==> config.mk <==
export PLATFORM = sky130hd
export DESIGN_NAME = uart_tx_arbiter
export DESIGN_NICKNAME = d
export VERILOG_FILES = /design/src/rtl/uart_tx_arbiter.sv
export SDC_FILE = /design/constraint.sdc
export NUM_CORES = 1
export LEC_CHECK = 0
export CAP_MARGIN = 10
export CORE_MARGIN = 5
export CORE_UTILIZATION = 42
export DETAILED_ROUTE_END_ITERATION = 10
export RECOVER_POWER = 25
export SYNTH_ARGS = -nofsm -noshare
export SYNTH_HDL_FRONTEND = slang
export SYNTH_SLANG_ARGS = --single-unit
==> constraint.sdc <==
create_clock -name clock -period 5.22 [get_ports clock]
set_clock_uncertainty 0.2 [all_clocks]
set_input_delay 1.044 -clock clock [delete_from_list [all_inputs] [get_ports clock]]
set_output_delay 1.044 -clock clock [all_outputs]
set_load 0.02 [all_outputs]
==> src/rtl/uart_tx_arbiter.sv <==
// Two-requester UART transmit arbiter: message-granular round-robin lock plus 8N1 serializer.
// Back-to-back frames are accepted in the final stop-bit cycle, so there is no gap between them.
module uart_tx_arbiter #(
  parameter int unsigned CLKS_PER_BIT = 217,
  parameter int unsigned LOCK_TIMEOUT = 4096
) (
  input  logic       clock,
  input  logic       reset,
  input  logic       io_req0_valid,
  input  logic [7:0] io_req0_data,
  input  logic       io_req0_last,
  output logic       io_req0_ready,
  input  logic       io_req1_valid,
  input  logic [7:0] io_req1_data,
  input  logic       io_req1_last,
  output logic       io_req1_ready,
  output logic [1:0] io_grant,
  output logic       io_busy,
  output logic       io_tx
);

  localparam int unsigned CNT_W = 16;
  localparam int unsigned TMO_W = 21;

  typedef enum logic [1:0] {IDLE, START, DATA, STOP} state_e;

  state_e           state_q, state_d;
  logic [CNT_W-1:0] cnt_q, cnt_d;
  logic [2:0]       idx_q, idx_d;
  logic [7:0]       shift_q, shift_d;
  logic             tx_q, tx_d;
  logic             busy_q, busy_d;
  logic [1:0]       owner_q, owner_d;
  logic             rr_q, rr_d;
  logic [TMO_W-1:0] tmo_q, tmo_d;

  logic             bit_end_c, window_c, sel_c, sel_vld_c, accept_c, acc_last_c;
  logic [7:0]       acc_data_c;
  logic [TMO_W-1:0] tmo_inc_c;

  assign bit_end_c = (cnt_q == CNT_W'(CLKS_PER_BIT - 1));
  assign window_c  = (state_q == IDLE) || ((state_q == STOP) && bit_end_c);
  assign tmo_inc_c = tmo_q + TMO_W'(1);

  // Eligibility: a locked owner excludes the other requester entirely.
  always_comb begin
    sel_c     = rr_q;
    sel_vld_c = 1'b0;
    if (owner_q[0]) begin
      sel_c     = 1'b0;
      sel_vld_c = io_req0_valid;
    end else if (owner_q[1]) begin
      sel_c     = 1'b1;
      sel_vld_c = io_req1_valid;
    end else if (io_req0_valid && io_req1_valid) begin
      sel_c     = rr_q;
      sel_vld_c = 1'b1;
    end else if (io_req0_valid) begin
      sel_c     = 1'b0;
      sel_vld_c = 1'b1;
    end else if (io_req1_valid) begin
      sel_c     = 1'b1;
      sel_vld_c = 1'b1;
    end
  end

  assign accept_c      = window_c && sel_vld_c && reset;
  assign io_req0_ready = accept_c && !sel_c;
  assign io_req1_ready = accept_c && sel_c;
  assign acc_data_c    = sel_c ? io_req1_data : io_req0_data;
  assign acc_last_c    = sel_c ? io_req1_last : io_req0_last;

  always_comb begin
    state_d = state_q;
    cnt_d   = cnt_q;
    idx_d   = idx_q;
    shift_d = shift_q;
    tx_d    = tx_q;
    busy_d  = busy_q;
    owner_d = owner_q;
    rr_d    = rr_q;
    tmo_d   = tmo_q;

    case (state_q)
      IDLE: tx_d = 1'b1;
      START: begin
        cnt_d = cnt_q + CNT_W'(1);
        if (bit_end_c) begin
          cnt_d   = '0;
          idx_d   = '0;
          tx_d    = shift_q[0];
          state_d = DATA;
        end
      end
      DATA: begin
        cnt_d = cnt_q + CNT_W'(1);
        if (bit_end_c) begin
          cnt_d = '0;
          if (idx_q == 3'd7) begin
            tx_d    = 1'b1;
            state_d = STOP;
          end else begin
            idx_d   = idx_q + 3'd1;
            shift_d = {1'b0, shift_q[7:1]};
            tx_d    = shift_q[1];
          end
        end
      end
      STOP: begin
        cnt_d = cnt_q + CNT_W'(1);
        if (bit_end_c) begin
          cnt_d   = '0;
          busy_d  = 1'b0;
          tx_d    = 1'b1;
          state_d = IDLE;
        end
      end
      default: state_d = IDLE;
    endcase

    // Accept overrides both the frame tail and any simultaneous timeout expiry.
    if (accept_c) begin
      shift_d = acc_data_c;
      cnt_d   = '0;
      tx_d    = 1'b0;
      busy_d  = 1'b1;
      state_d = START;
      owner_d = acc_last_c ? 2'b00 : (sel_c ? 2'b10 : 2'b01);
      rr_d    = ~sel_c;
      tmo_d   = '0;
    end else if ((owner_q != 2'b00) && (state_q == IDLE) && !sel_vld_c) begin
      if (tmo_inc_c == TMO_W'(LOCK_TIMEOUT)) begin
        owner_d = 2'b00;
        tmo_d   = '0;
      end else begin
        tmo_d = tmo_inc_c;
      end
    end
  end

  always_ff @(posedge clock) begin
    if (!reset) begin
      state_q <= IDLE;
      cnt_q   <= '0;
      idx_q   <= '0;
      shift_q <= '0;
      tx_q    <= 1'b1;
      busy_q  <= 1'b0;
      owner_q <= 2'b00;
      rr_q    <= 1'b0;
      tmo_q   <= '0;
    end else begin
      state_q <= state_d;
      cnt_q   <= cnt_d;
      idx_q   <= idx_d;
      shift_q <= shift_d;
      tx_q    <= tx_d;
      busy_q  <= busy_d;
      owner_q <= owner_d;
      rr_q    <= rr_d;
      tmo_q   <= tmo_d;
    end
  end

  assign io_tx    = tx_q;
  assign io_busy  = busy_q;
  assign io_grant = owner_q;

endmodule
==> impl_metrics.toml <==
[final_layout]
n_antenna_cell = 0
design_area_sq_um = 3500
final_nets = 415
fin_cells = 483
final_common_cell = "dfxtp_1"
area_growth_pct = 15.4
final_cell_mix = "dfxtp_1, nor2_1, nand2_1"
fill_cells = 722
drive_gt1_share_pct = 3.91
fin_util_pct = 49.0

[critical_path]
r2r_cells = 8
crit_required_ns = 3.98
r2r_end = "tmo_q[1]$_SDFFE_PP0P_"
cp_max_fo = 14
reg2reg_slack_ns = 1.77
critPathCaptureType = "output port"
cp-start-kind = "flip-flop"
reg2reg_from = "cnt_q[8]$_SDFFE_PP0P_"
crit_arrival_ns = 3.23
critPathKind = "reg2out"

[route]
wirelength_um = 5850
ant_nets = 0
wire_per_inst_um = 12.1
drc_errors = 0
first_pass_iters = 4
drt_iter0_markers = 56
via_count = 2396
viasPerCell = 4.96

[sta]
period_needed_ns = 4.48
slew_viol_final = 0
timing.fmax_mhz = 223
period_share_pct = 85.8
setup_violations = 0
worst_slack_ns = 0.743
worstMarginPinSlew_ns = 0.824
rsz0062_at_grt = "false"
report.final.hold_viol_count = 0
slew_headroom_pct = 45.1
fin_tns_setup_ns = 0

[clocking]
hold_buffers = 0
h-tree-depth = 2
clk_latency_ns = 0.30
clockBufferDepth = 2
cts_sinks = 55
cts_resized = 0
cts_buffers = 5
cts_root_buf = "clkbuf_8"
path_clk_slew_ns = 0.10
cts_tree = "yes"
post_cts_buffers = 0

[global_route]
grt_pass1_wl_um = 10000
grt_use_total_pct = 13.7
grt-ovfl-total = 0
antenna_found_initial = 0
grt_max_degree = 22
grt_pass1_vias = 2278

[run]
drv_cap = 0

[logic_synthesis]
synth.net_count = 394
synth_warnings = 0
ys_seq_area_share_pct = 36.3
synth_cell_types = 51
synth_top_cell_area_share_pct = 36.3
synth_cells = 362
synth_flop_cell = "dfxtp_1"
synth.ff_latch_count = 55
synth-edff-count = 0
avgSynthCellArea_sq_um = 8.38
synth-async-reset-ratio_pct = 0
syn_area_sq_um = 3030
synth_top_area_cell = "dfxtp_1"
netlist_top_cells_area = "dfxtp_1, xor2_1, mux2i_1, nor2_1, nand2_1"

[min_path]
hold_depth = 2
hp-class = "reg2reg"
hp-start = "io_busy$_SDFFE_PN0P_"
hold_end = "io_busy$_SDFFE_PN0P_"

[floorplanning]
core.rowCount = 31
dieArea_sq_um = 9020
fp.coreArea_sq_um = 7140
die_w_um = 95.0
initial_utilization_pct = 42.5
die-height_um = 95.0
pin_count = 28

[place]
pre_cts_slack_ns = 0.986
dp.cells = 475
gp_congestion = 0.752
numPortBuffers = 27
hpwl_um = 4290
placed_cell_area_sq_um = 3380

[status]
status = "completed"

[power_and_ir_drop]
p_leak_uw = 0.00132
ir_drop_mv = 0.110
powerDensity_nw_per_um2 = 282
## cells by family (layout without fill, tap and decap cells)
family,count (synthesis),count (layout),synth area share [%]
AOI/OAI and AO/OA,34,34,7.38
muxes,20,20,6.64
buffers and inverters,26,48,3.71
adders and majority gates,11,11,4.46
xor gates and xnor gates,38,38,11.0
and+or+nand+nor,178,178,30.5
DFF,55,55,36.3
## synthesized netlist by cell type (6+ instances only)
cell and count:
a21oi_1 7, nand3_1 11, o21ai_0 8, inv_1 8
nand4_1 9, nor3_1 7, and3_1 15, xor2_1 24
clkbuf_1 12, dfxtp_1 55, xnor2_1 14, nor2b_1 10
ha_1 10, nor2_1 50, nand2_1 40, mux2i_1 19
and4_1 6
## state kept, by name (all words and copies together) (netlist names)
name	count
state_q	2
shift_q	8
cnt_q	16
idx_q	3
io_grant	2
io_tx	1
io_busy	1
rr_q	1
tmo_q	21
## routing by layer
| metal | global-route usage, % | vias to the layer above | part of all wire, % |
|---|---|---|---|
| li1 | - | 1279 | - |
| met1 | 17.2 | 1101 | 50 |
| met2 | 23.5 | 14 | 47 |
| met3 | 2.63 | 2 | 2.1 |
| met4 | 4.21 | 0 | 0.60 |
| met5 | 0 | - | 0 |
## power breakdown
group | internal [uW] | switching (uW)
clock network | 192 | 133
logic | 89.7 | 109
registers | 444 | 18.2
## worst max-delay path, cell delays in order, from the launching register on
cell             delay, ns
dfxtp_1               0.36
or4_4                 0.56
nor4_4                0.29
clkbuf_1              0.35
a21oi_1               0.18
or2_1                 0.40
nor2_1                0.17
clkdlybuf4s50_1       0.62
## stage by stage
stage | hold WS, ns | total power, uW
global placement | 0.248 | 677
floorplan | 0.271 | 612
finish | 0.256 | 986
detailed placement | 0.250 | 678
global route | 0.271 | 1040
CTS | 0.265 | 1010
## cell type report
type / instances / area [sq um] / area share [%]
well taps: 99 / 124 / 3.54
clock buffers: 6 / 72.6 / 2.07
inverters: 8 / 30.0 / 0.858
repair buffers: 32 / 300 / 8.58
flip-flops and latches: 55 / 1100 / 31.5
clock inverters: 2 / 60.1 / 1.72
multi-input cells: 281 / 1810 / 51.8
## worst max-delay path by stage
stage / from / end / slack (ns) / cells past startpoint
2_1_floorplan: io_req0_valid / io_req1_ready / 1.74 / 5
3_3_place_gp: io_req0_valid / io_req1_ready / 0.98 / 7
3_5_place_dp: io_req0_valid / io_req1_ready / 0.99 / 7
4_1_cts: io_req0_valid / io_req1_ready / 0.97 / 7
5_1_grt: cnt_q[0]$_SDFFE_PP0P_ / io_req0_ready / 0.53 / 9
6_report: cnt_q[8]$_SDFFE_PP0P_ / io_req0_ready / 0.74 / 7
(Power assumes the default switching activity.)
